==> config.mk <==
export PLATFORM = sky130hd
export DESIGN_NAME = sn_noise_lfsr_flat
export DESIGN_NICKNAME = d
export VERILOG_FILES = /design/src/rtl/sn_noise_lfsr_pkg.sv /design/src/rtl/sn_noise_lfsr_if.sv /design/src/rtl/sn_noise_lfsr_rate_div.sv /design/src/rtl/sn_noise_lfsr.sv /design/src/flat_wrapper.sv
export SDC_FILE = /design/constraint.sdc
export NUM_CORES = 1
export LEC_CHECK = 0
export CELL_PAD_IN_SITES_DETAIL_PLACEMENT = 1
export CELL_PAD_IN_SITES_GLOBAL_PLACEMENT = 1
export CORE_MARGIN = 5
export CORE_UTILIZATION = 42
export DETAILED_ROUTE_END_ITERATION = 16
export PLACE_DENSITY = 0.85
export SETUP_SLACK_MARGIN = 0.4
export SYNTH_ARGS = -nofsm -noshare
export SYNTH_HDL_FRONTEND = slang
export SYNTH_SLANG_ARGS = --single-unit
export TNS_END_PERCENT = 10
==> constraint.sdc <==
create_clock -name CLK -period 3.7 [get_ports CLK]
set_clock_uncertainty 0.1 [all_clocks]
set_input_delay 0.74 -clock CLK [delete_from_list [all_inputs] [get_ports CLK]]
set_output_delay 0.74 -clock CLK [all_outputs]
set_load 0.01 [all_outputs]
==> src/rtl/sn_noise_lfsr_pkg.sv <==
// Shared types and defaults for the SN76489 noise channel.
// Optional shift counter is enabled by defining SN_NOISE_SHIFT_CNT_EN.
package sn76489_pkg;

   typedef enum logic [1:0] {
      NF_DIV1  = 2'd0,
      NF_DIV2  = 2'd1,
      NF_DIV4  = 2'd2,
      NF_TONE3 = 2'd3
   } noise_rate_e;

   typedef enum logic {
      FB_PERIODIC = 1'b0,
      FB_WHITE    = 1'b1
   } noise_fb_e;

   // Field order matches the NOISE_CTRL bit layout: [2]=FB, [1:0]=NF.
   typedef struct packed {
      noise_fb_e   fb;
      noise_rate_e nf;
   } noise_ctrl_t;

   localparam int unsigned SN_NOISE_WIDTH = 16;
   localparam logic [15:0] SN_NOISE_SEED  = 16'h8000;

endpackage

==> src/rtl/sn_noise_lfsr_if.sv <==
// Control/status bundle between the noise register write path, the LFSR and the attenuator.
// SHIFT_CNT exists only when SN_NOISE_SHIFT_CNT_EN is defined.
interface sn_noise_lfsr_if #(
   parameter int unsigned WIDTH = 16
);
   logic             CLK_EN;
   logic             NOISE_WE;
   logic [2:0]       NOISE_CTRL;
   logic             TONE3_EDGE;
   logic             BIT_OUT;
   logic             SHIFT_STROBE;
   logic [WIDTH-1:0] LFSR_STATE;
`ifdef SN_NOISE_SHIFT_CNT_EN
   logic [15:0]      SHIFT_CNT;
`endif

   modport master (
      output CLK_EN, NOISE_WE, NOISE_CTRL, TONE3_EDGE,
`ifdef SN_NOISE_SHIFT_CNT_EN
      input  SHIFT_CNT,
`endif
      input  BIT_OUT, SHIFT_STROBE, LFSR_STATE
   );

   modport slave (
      input  CLK_EN, NOISE_WE, NOISE_CTRL, TONE3_EDGE,
`ifdef SN_NOISE_SHIFT_CNT_EN
      output SHIFT_CNT,
`endif
      output BIT_OUT, SHIFT_STROBE, LFSR_STATE
   );

endinterface

==> src/rtl/sn_noise_lfsr_rate_div.sv <==
// Noise shift-rate divider: counts chip-rate ticks per NF, or passes tone-3 edges through.
// Used by sn_noise_lfsr (optional SN_NOISE_SHIFT_CNT_EN lives in the top only).
module sn_noise_rate_div
   import sn76489_pkg::*;
#(
   parameter int unsigned DIV_BASE = 32
) (
   input  logic        CLK,
   input  logic        RST,
   input  logic        CLK_EN,
   input  logic        TONE3_EDGE,
   input  noise_rate_e nf,
   input  logic        clr,
   output logic        shift_req
);

   localparam int unsigned DW = $clog2(DIV_BASE * 4);

   logic [DW-1:0] div_q, div_d;
   logic [DW-1:0] term;

   if (DIV_BASE < 1) begin : g_chk_div
      $error("sn_noise_rate_div: DIV_BASE must be at least 1");
   end

   always_comb begin
      case (nf)
         NF_DIV1: term = DW'(DIV_BASE - 1);
         NF_DIV2: term = DW'(DIV_BASE * 2 - 1);
         default: term = DW'(DIV_BASE * 4 - 1);
      endcase
   end

   always_comb begin
      div_d     = div_q;
      shift_req = 1'b0;
      if (nf == NF_TONE3) begin
         div_d     = '0;
         shift_req = TONE3_EDGE;
      end else if (CLK_EN) begin
         if (div_q == term) begin
            div_d     = '0;
            shift_req = 1'b1;
         end else begin
            div_d = div_q + 1'b1;
         end
      end
      // A control write restarts the count; the request is discarded by the caller.
      if (clr) begin
         div_d = '0;
      end
   end

   always_ff @(posedge CLK or posedge RST) begin
      if (RST) begin
         div_q <= '0;
      end else begin
         div_q <= div_d;
      end
   end

endmodule

==> src/rtl/sn_noise_lfsr.sv <==
// SN76489 noise LFSR: control register, right-shifting LFSR, write priority and shift strobe.
// Define SN_NOISE_SHIFT_CNT_EN to add the 16-bit performed-shift counter (SHIFT_CNT).
module sn_noise_lfsr
   import sn76489_pkg::*;
#(
   parameter int unsigned      WIDTH    = SN_NOISE_WIDTH,
   parameter int unsigned      TAP_A    = 0,
   parameter int unsigned      TAP_B    = 3,
   parameter logic [WIDTH-1:0] SEED     = WIDTH'(SN_NOISE_SEED),
   parameter int unsigned      DIV_BASE = 32
) (
   input  logic          CLK,
   input  logic          RST,
   sn_noise_lfsr_if.slave bus
);

   if (WIDTH < 4) begin : g_chk_width
      $error("sn_noise_lfsr: WIDTH must be at least 4");
   end
   if (TAP_A >= WIDTH || TAP_B >= WIDTH) begin : g_chk_tap_range
      $error("sn_noise_lfsr: feedback taps must be below WIDTH");
   end
   if (TAP_A == TAP_B) begin : g_chk_tap_dup
      $error("sn_noise_lfsr: TAP_A and TAP_B must differ");
   end
   if (SEED == '0) begin : g_chk_seed
      $error("sn_noise_lfsr: SEED must be nonzero");
   end

   noise_ctrl_t      ctrl_q, ctrl_d;
   logic [WIDTH-1:0] lfsr_q, lfsr_d;
   logic             strobe_q, strobe_d;
   logic             shift_req;
   logic             fb;

   sn_noise_rate_div #(
      .DIV_BASE (DIV_BASE)
   ) u_rate_div (
      .CLK        (CLK),
      .RST        (RST),
      .CLK_EN     (bus.CLK_EN),
      .TONE3_EDGE (bus.TONE3_EDGE),
      .nf         (ctrl_q.nf),
      .clr        (bus.NOISE_WE),
      .shift_req  (shift_req)
   );

   assign fb = (ctrl_q.fb == FB_WHITE) ? (lfsr_q[TAP_A] ^ lfsr_q[TAP_B]) : lfsr_q[0];

   always_comb begin
      ctrl_d   = ctrl_q;
      lfsr_d   = lfsr_q;
      strobe_d = 1'b0;
      if (bus.NOISE_WE) begin
         ctrl_d = noise_ctrl_t'(bus.NOISE_CTRL);
         lfsr_d = SEED;
      end else if (shift_req) begin
         lfsr_d   = {fb, lfsr_q[WIDTH-1:1]};
         strobe_d = 1'b1;
      end
   end

   always_ff @(posedge CLK or posedge RST) begin
      if (RST) begin
         ctrl_q   <= noise_ctrl_t'(3'b000);
         lfsr_q   <= SEED;
         strobe_q <= 1'b0;
      end else begin
         ctrl_q   <= ctrl_d;
         lfsr_q   <= lfsr_d;
         strobe_q <= strobe_d;
      end
   end

   assign bus.BIT_OUT      = lfsr_q[0];
   assign bus.SHIFT_STROBE = strobe_q;
   assign bus.LFSR_STATE   = lfsr_q;

`ifdef SN_NOISE_SHIFT_CNT_EN
   logic [15:0] cnt_q, cnt_d;

   always_comb begin
      cnt_d = cnt_q;
      if (bus.NOISE_WE) begin
         cnt_d = '0;
      end else if (shift_req) begin
         cnt_d = cnt_q + 16'd1;
      end
   end

   always_ff @(posedge CLK or posedge RST) begin
      if (RST) begin
         cnt_q <= '0;
      end else begin
         cnt_q <= cnt_d;
      end
   end

   assign bus.SHIFT_CNT = cnt_q;
`endif

endmodule

==> src/flat_wrapper.sv <==
// flat-port wrapper written by rule: the top's interface ports become plain ports
module sn_noise_lfsr_flat import sn76489_pkg::*;
#(
   parameter int unsigned      WIDTH    = SN_NOISE_WIDTH,
   parameter int unsigned      TAP_A    = 0,
   parameter int unsigned      TAP_B    = 3,
   parameter logic [WIDTH-1:0] SEED     = WIDTH'(SN_NOISE_SEED),
   parameter int unsigned      DIV_BASE = 32
)
  (CLK, RST, bus_CLK_EN, bus_NOISE_WE, bus_NOISE_CTRL, bus_TONE3_EDGE, bus_BIT_OUT, bus_SHIFT_STROBE, bus_LFSR_STATE);
  sn_noise_lfsr_if #(.WIDTH(WIDTH)) bus_i ();
  input  logic CLK;
  input  logic RST;
  input wire logic [$bits(bus_i.CLK_EN)-1:0] bus_CLK_EN;
  input wire logic [$bits(bus_i.NOISE_WE)-1:0] bus_NOISE_WE;
  input wire logic [$bits(bus_i.NOISE_CTRL)-1:0] bus_NOISE_CTRL;
  input wire logic [$bits(bus_i.TONE3_EDGE)-1:0] bus_TONE3_EDGE;
  output wire logic [$bits(bus_i.BIT_OUT)-1:0] bus_BIT_OUT;
  output wire logic [$bits(bus_i.SHIFT_STROBE)-1:0] bus_SHIFT_STROBE;
  output wire logic [$bits(bus_i.LFSR_STATE)-1:0] bus_LFSR_STATE;
  assign bus_i.CLK_EN = bus_CLK_EN;
  assign bus_i.NOISE_WE = bus_NOISE_WE;
  assign bus_i.NOISE_CTRL = bus_NOISE_CTRL;
  assign bus_i.TONE3_EDGE = bus_TONE3_EDGE;
  assign bus_BIT_OUT = bus_i.BIT_OUT;
  assign bus_SHIFT_STROBE = bus_i.SHIFT_STROBE;
  assign bus_LFSR_STATE = bus_i.LFSR_STATE;
  sn_noise_lfsr #(.WIDTH(WIDTH), .TAP_A(TAP_A), .TAP_B(TAP_B), .SEED(SEED), .DIV_BASE(DIV_BASE)) u_core (.CLK(CLK), .RST(RST), .bus(bus_i));
endmodule
Yosys cells after proc, flatten, opt, wreduce, memory -nomap -nowiden
Index checks and enable logic that the tools add are counted.

Bits in registers: 27.

Multiplexer cells: 13. Reductions and logical operators: 3. Add/sub/neg operators: 1. Bitwise operators: 1. Equal/unequal tests: 3.

Operator list (count): $mux 16 (2); $mux 7 (4); $pmux 7 s2 (1); $add 7x1->7 const B (1); $eq 7x7->1 (1); $mux 1 (6); $reduce_bool 3->1 (1); $eq 2x1->1 const B (1); $eq 2x2->1 const B (1); $logic_not 2->1 (1); $reduce_bool 2->1 (1); $xor 1x1->1 (1).

Longest topological paths before layout
Depth after elaboration: 8. Gate-level depth with buffers: 6.

Modules after synthesis
Synthesis repeated with hierarchy kept, for this count alone.

Cell total of the unflattened synthesis: 118. Area, all modules: 1297.5 um^2.

Modules (own cells, without submodules): sn_noise_lfsr (sequential area each 501.7 um^2, area each 844.6 um^2, cells each 66, instances 1); sn_noise_rate_div (sequential area each 175.2 um^2, area each 452.9 um^2, cells each 52, instances 1).

Worst setup path before layout
Ideal clock, no wire load.

Kind: input port to flip-flop. Start point: in bus_CLK_EN. End point: reg u_core.lfsr_q[11] (netlist: u_core.bus.LFSR_STATE[11]). Path slack: 1687 ps. Required time: 3521 ps. Arrival time: 1834 ps. Stages on the path: 6. Library setup time: 79 ps. Cell sequence: clkbuf_2 > and3_1 > nand3_1 > o31ai_4 > buf_8 > mux2i_1.

Cells in the longest elaborated chain, start to end: 3.

Ends and longest elaborated chain: start, declared (line flat_wrapper.sv:14) `input wire logic [$bits(bus_i.CLK_EN)-1:0] bus_CLK_EN;`; $mux 1 (line sn_noise_lfsr_rate_div.sv:40) `end else if (CLK_EN) begin`; $mux 1 (line sn_noise_lfsr_rate_div.sv:37) `if (nf == NF_TONE3) begin`; $reduce_bool 2->1 (no source line); end signal, assigned (line sn_noise_lfsr.sv:70) `lfsr_q <= lfsr_d;`; end, declared (line sn_noise_lfsr.sv:31) `logic [WIDTH-1:0] lfsr_q, lfsr_d;`.

Every way passes these cells. A chain may end at the register's enable or synchronous reset.

Worst setup path in the final report
Start point: in bus_CLK_EN. End point: reg u_core.lfsr_q[2] (netlist: u_core.bus.LFSR_STATE[2]).

Same word-level chain as after synthesis.

==> results.toml <==
[route]
wire_per_inst_um = 15.92
firstDrtPassIters = 4
post_drt_via_cell_ratio = 5.060
vias = 921
antenna_left = 0
drt_iter0_markers = 40
totalWireLength_mm = 2.897
drc = 0

[yosys]
yosysSeqAreaShare = 0.5147
syn_avg_cell_area_um2 = 11.34
yosys-top-cells-count = "dfrtp_1, mux2i_1, nand2b_1, nand2_1, nor2_1"
syn-num-nets = 125
ys.flop_type = "dfrtp_1"
postSynthCellCount = 116
synth_largest_area_cell = "dfrtp_1"
yosys_warnings = 0
synth-edff-count = 0
synth.area.top_cells = "dfrtp_1, mux2i_1, nand2b_1"
ys_ff_latch = 27
syn_area_um2 = 1315
synthDistinctLibCells = 31
ys_async_sr_fraction = 1.000
netlist.area_leader.share = 0.4948
synth.most_common_cell = "dfrtp_1"

[final_layout]
utilization = 0.5285
fillers = 334
finalNonFillerCells = 182
drive_gt1_frac = 0.08696
diodes = 0
nets = 148
area_growth_pct = 21.69
final_area_um2 = 1600

[timing]
finalSetupTns_ns = 0
hold_viol = 0
tightest_slew_ns = 1.041
max_slew_margin = 0.3050
max_clock_freq_mhz = 385.6
slew_violations = 0
setup_slack_ns = 1.106
period_minus_slack_ns = 2.594
setup_viol = 0
fin_crit_sh = 0.7010
rsz0062_at_grt = "no"

[critical_path]
cp.depth = 5
slowest_delay_ns = 0.68
reg2reg_to = "u_core.bus.LFSR_STATE[2]$_DFFE_PP0P_"
cp_max_fo = 12
reg2regPathDepth = 5
crit_path_top_delay_cell = "o31ai_4"
rrSetupSlack_ns = 1.43
endpoint = "u_core.bus.LFSR_STATE[2]$_DFFE_PP0P_"
crit_type = "in2reg"
timing.rr.start = "u_core.u_rate_div.div_q[0]$_DFFE_PP0P_"
cp_num_buf_inv = 1
critical_path_required_ns = 3.85
worstPathCellList = "clkdlybuf4s50_1 > and3_1 > nand3_1 > o31ai_4 > mux2i_1"
worstSetupEndpointType = "flop"
crit_start = "bus_CLK_EN"
crit_path_start_kind = "input port"
cp.arrival_ns = 2.74
crit_family = "compound AO/OA/AOI/OAI gates"

[floorplanning]
die_h_um = 65.96
start_util = 0.4343
dieArea_um2 = 4350
dieWidth_um = 65.96
fp-row-count = 20
ios = 26
core_um2 = 3028

[global_routing]
overflow = 0
grt_pass1_wl_mm = 5.009
grt_max_degree = 28
antenna_found_initial = 0
grt_usage = 0.1482
grt_pass1_vias = 1032

[placement]
hpwl_mm = 2.151
io_buffer_count = 25
placed_area_um2 = 1570
gp_congestion = 0.8588
post-place-ws_ns = 0.7835
post-place-cells = 178

[clocking]
clockBufferDepth = 2
path_clk_slew_ns = 0.16
clkSinkCount = 27
cts-root-buf = "clkbuf_4"
cts_buffers = 3
cts_tree = "built"
htreeDepth = 1
hold_buffers = 0
cts_resized = 0
cts_setup_buffers = 0
clock_latency_ns = 0.33

[pwr]
p_leak_nw = 0.6679
power_density_nw_per_um2 = 314.2
ir_drop_uv = 146.4

[job]
maxCapViolations = 0

[worst_hold_path]
holdCritPathClass = "reg2reg"

[run_status]
status = "completed"
[flip-flops by register name, indices dropped and copies added (netlist names)]
signal	cells
u_core.u_rate_div.div_q	7
u_core.ctrl_q	3
u_core.bus.SHIFT_STROBE	1
u_core.bus.LFSR_STATE	16
[worst reg2reg max path, stage by stage, from the launching register on]
cell     delay (ns)
dfrtp_1        0.48
ha_1           0.24
and3_1         0.20
nand3_1        0.17
o31ai_4        0.68
mux2i_1        0.33
[metrics by stage]
step / hold slack [ns] / power (mW)
floorplan: 0.3811 / 0.3559
global placement: 0.3961 / 0.3708
detailed placement: 0.3966 / 0.3746
CTS: 0.4299 / 0.5058
global route: 0.4568 / 0.5215
finish: 0.4279 / 0.5028
[layout make-up]
| cell class | count | area, um^2 | area share |
|---|---|---|---|
| tap | 44 | 55.05 | 0.03440 |
| multi-input combinational | 79 | 576.8 | 0.3604 |
| inverter | 3 | 11.26 | 0.007037 |
| sequential | 27 | 676.9 | 0.4230 |
| clock inverter | 1 | 7.507 | 0.004691 |
| clock buffer | 3 | 22.52 | 0.01407 |
| timing repair buffer | 25 | 250.2 | 0.1564 |
[worst min-delay path by stage]
stage / end / start / depth (start not counted) / slack, ns
2_1_floorplan: u_core.ctrl_q[2]$_DFFE_PP0P_ / u_core.ctrl_q[2]$_DFFE_PP0P_ / 1 / 0.38
3_3_place_gp: u_core.ctrl_q[2]$_DFFE_PP0P_ / u_core.ctrl_q[2]$_DFFE_PP0P_ / 1 / 0.40
3_5_place_dp: u_core.ctrl_q[2]$_DFFE_PP0P_ / u_core.ctrl_q[2]$_DFFE_PP0P_ / 1 / 0.40
4_1_cts: u_core.ctrl_q[2]$_DFFE_PP0P_ / u_core.ctrl_q[2]$_DFFE_PP0P_ / 1 / 0.43
5_1_grt: u_core.ctrl_q[2]$_DFFE_PP0P_ / u_core.ctrl_q[2]$_DFFE_PP0P_ / 1 / 0.46
6_report: u_core.ctrl_q[2]$_DFFE_PP0P_ / u_core.ctrl_q[2]$_DFFE_PP0P_ / 1 / 0.43
[cells in the final DEF, fill, tap and decap left out]
cell	netlist	layout
a41oi_1	1	1
clkinvlp_4	0	1
and2_2	1	1
a311oi_1	1	1
o31a_1	1	1
mux2i_1	17	17
a21oi_1	3	3
clkbuf_4	0	3
ha_1	1	1
nand2_1	7	7
nand4_1	1	1
clkdlybuf4s50_1	0	25
xnor2_1	1	1
o31ai_4	1	1
nand2b_1	16	16
o22ai_1	1	1
inv_1	3	3
dfrtp_1	26	26
xor2_1	3	3
nand3_1	4	4
mux2_2	3	3
o31a_4	1	1
and3_1	1	1
nor2_1	7	7
o21a_1	1	1
nor4_1	2	2
o21ai_0	4	4
dfstp_2	1	1
or2_2	1	1
[logic make-up (layout without fill, tap and decap cells)]
family,count (synthesis),after routing,synth area share
simple gates,40,40,0.1608
flops,27,27,0.5147
mux,20,20,0.1551
compound gates,14,14,0.08659
buf+inv,10,32,0.04662
xor+xnor,4,4,0.02665
fa+ha+maj,1,1,0.009513
[metal layers]
layer | track usage | vias up | routed length (um)
li1 | - | 442 | -
met1 | 0.1790 | 463 | 1277
met2 | 0.2778 | 14 | 1523
met3 | 0.02041 | 2 | 83
met4 | 0.03046 | 0 | 13
met5 | 0 | - | 0
[report_power, final]
group          leakage (nW)  internal, mW  switching, mW
Clock                0.0139        0.0413         0.0934
Combinational         0.288        0.0282         0.0305
Sequential            0.365         0.303        0.00663
Total                 0.668         0.372          0.130
No activity file was read; power rests on OpenSTA's default activity.
==> RTL change: new RTL, same flow settings <==
`DIV_BASE` is set to 32 in 3 places; all go to 16.
--- a/src/rtl/sn_noise_lfsr_rate_div.sv
+++ b/src/rtl/sn_noise_lfsr_rate_div.sv
@@ -3,7 +3,7 @@
 module sn_noise_rate_div
    import sn76489_pkg::*;
 #(
-   parameter int unsigned DIV_BASE = 32
+   parameter int unsigned DIV_BASE = 16
 ) (
    input  logic        CLK,
    input  logic        RST,
--- a/src/rtl/sn_noise_lfsr.sv
+++ b/src/rtl/sn_noise_lfsr.sv
@@ -7,7 +7,7 @@
    parameter int unsigned      TAP_A    = 0,
    parameter int unsigned      TAP_B    = 3,
    parameter logic [WIDTH-1:0] SEED     = WIDTH'(SN_NOISE_SEED),
-   parameter int unsigned      DIV_BASE = 32
+   parameter int unsigned      DIV_BASE = 16
 ) (
    input  logic          CLK,
    input  logic          RST,
--- a/src/flat_wrapper.sv
+++ b/src/flat_wrapper.sv
@@ -5,7 +5,7 @@
    parameter int unsigned      TAP_A    = 0,
    parameter int unsigned      TAP_B    = 3,
    parameter logic [WIDTH-1:0] SEED     = WIDTH'(SN_NOISE_SEED),
-   parameter int unsigned      DIV_BASE = 32
+   parameter int unsigned      DIV_BASE = 16
 )
   (CLK, RST, bus_CLK_EN, bus_NOISE_WE, bus_NOISE_CTRL, bus_TONE3_EDGE, bus_BIT_OUT, bus_SHIFT_STROBE, bus_LFSR_STATE);
   sn_noise_lfsr_if #(.WIDTH(WIDTH)) bus_i ();
Check against the original RTL: no difference found for any inputs over 10 cycles, from zero or initial values and one cycle with RST high; that may be too few to reach the edited logic, so the function may still have changed.
==> RTL change against the original RTL <==
  * Synthesized area decreased by 4.8%
  * Sequential power decreased by 3%
  * Wire length decreased by 9.8%
  * Count of clock-buffer cells in the layout increased by 1
  * Setup slack improved by 330 ps
  * Die area decreased by 4.1%
  * Critical endpoint is now bus_LFSR_STATE[15]
  * Register-to-register slack improved by 340 ps
  * Total power decreased by 0.96%
  * First-iteration DRC count decreased by 2.5%
  * Sequential share of layout area increased by 0.20 points
  * Via count decreased by 5.5%
  * Final area decreased by 4.1%
  * Sequential cell count decreased by 1
  * Largest power group unchanged
==> RTL change: results (changes against the original RTL) <==
| Metric | Value |
|---|---|
| Status | finished, final reports clean |
| Met2 routed WL | 1.276 mm (-16%) |
| Met3 Resource Use GR | 0.03282 (+0.01241) |
| DRT Pass-1 Iters | 2 (-2) |
| Number of non-clock inverters in the layout | 2 (-1) |
| Clock root cell | clkbuf_4 |
| Maximum vdd drop | 0.0001539 V (+5.1%) |
| Seq_cells | 26 (-3.7%) |
| Fraction of area in clock buffers and inverters | 0.02365 (+0.004889) |
| Reg2Reg Depth | 6 (+1) |
| Nets | 141 (-4.7%) |
| Largest net degree at the start of global routing | 27 (-3.6%) |
| Clock transition at the registers of the reported paths | 140 ps (-20 ps) |
| Worst skew pair latency | 320 ps |
| Mean number of vias per cell | 5.370 (+6.1%) |
| Synth cell types | 32 (+3.2%) |
| First-pass GRT wire length | 4.671 mm (-6.7%) |
| Compound-Gate Fraction of Synth Area | 0.07592 (-0.01066) |
| Area of the multi-input gates | 541.8 um^2 (-6.1%) |
| Post-synthesis mux area share | 0.1628 (+0.007747) |
| Reg2reg setup slack | 1770 ps (+340 ps) |
| Critical Path Max Stage Delay | 570 ps (-110 ps) |
| RR Startpoint | u_core.u_rate_div.div_q[1]$_DFFE_PP0P_ |
| DR WL met3 | 128 um (+54%) |
| Measured slew at the worst slew-check pin | 986.8 ps (-54.59 ps) |
| NonClk Buf Share | 0.1680 (+0.01165) |
| Sequential share of cell area | 0.4250 (+0.001972) |
| Final Routed Wirelength | 2.612 mm (-9.8%) |
| Pre-CTS setup slack | 1117 ps (+333.9 ps) |
| Post-Synth XOR/XNOR Area | 0.02098 (-0.005662) |
| Met1 Use GR | 0.1829 (+0.003921) |
| DRT iter0 DRCs | 39 (-2.5%) |
| Seq/Total Area, Yosys | 0.5205 (+0.005732) |
| Crit path max fanout | 3 (-9) |
| PnR worst setup slack | 1440 ps (+333.8 ps) |
| Critical Path Start | u_core.bus.LFSR_STATE[15]$_DFFE_PP1P_ |
| Multi-input gates | 73 (-7.6%) |
| Vias in the first global route | 959 (-7.1%) |
| Detailed Place HPWL | 1.981 mm (-7.9%) |
| Syn_nets | 116 (-7.2%) |
| Placer Congestion | 0.8417 (-2.0%) |
| Endpoint of the lowest-slack register-to-register path | u_core.bus.LFSR_STATE[9]$_DFFE_PP0P_ |
| Setup crit end | bus_LFSR_STATE[15] |
| Buffers, non-clock | 26 (+4.0%) |
| Postcts setup bufs | 0 (unchanged) |
| Hold Path End | u_core.ctrl_q[2]$_DFFE_PP0P_ |
| GR Util met2 | 0.2384 (-0.03945) |
| Filler instances | 317 (-5.1%) |
| Total track usage | 0.1437 (-0.004493) |
| Synth area leaders | dfrtp_1 50%, mux2i_1 14%, nand2b_1 8.0% |
| Top delay family on crit path | flip-flops |
| Met1 wire length | 1.168 mm (-8.5%) |
| Post-synth top cells | 25 x dfrtp_1, 17 x mux2i_1, 16 x nand2b_1, 7 x nand2_1 |
| LEAKAGE | 0.6237 nW (-6.6%) |
| Layout cell share with drive strength beyond 1 | 0.09924 (+0.01228) |
| CP arrival | 1420 ps (-1320 ps) |
RTL change: changes by cell type after synthesis, moves of 2 or more:
| cell | unedited run | this run |
|---|---|---|
| nor4_1 | 2 | 0 |
| or3_1 | 0 | 2 |
| nand3b_1 | 0 | 2 |
| nand3_1 | 4 | 1 |
| nor2_1 | 7 | 4 |
| o21ai_0 | 4 | 2 |
RTL change: metrics by stage:
step / total power, mW / cell area, um^2 / utilization / hold slack [ps] / instances
after floorplan: 0.3420 / 1252 / - / 381.1 / 107
after global placement: 0.3569 / 1498 / 0.5339 / 394.1 / 158
after detailed placement: 0.3598 / 1498 / 0.5339 / 399.2 / 158
after CTS: 0.5024 / 1534 / 0.5468 / 431.1 / 162
after global routing: 0.5253 / 1534 / 0.5468 / 473.9 / 162
final: 0.4980 / 1534 / 0.5468 / 423.3 / 162
RTL change: where the power goes:
part	leakage, nW	switching, mW	total, mW	internal (mW)
clock	0.0210	0.0844	0.145	0.0602
combinational	0.251	0.0258	0.0528	0.0270
sequential	0.351	0.00859	0.300	0.292
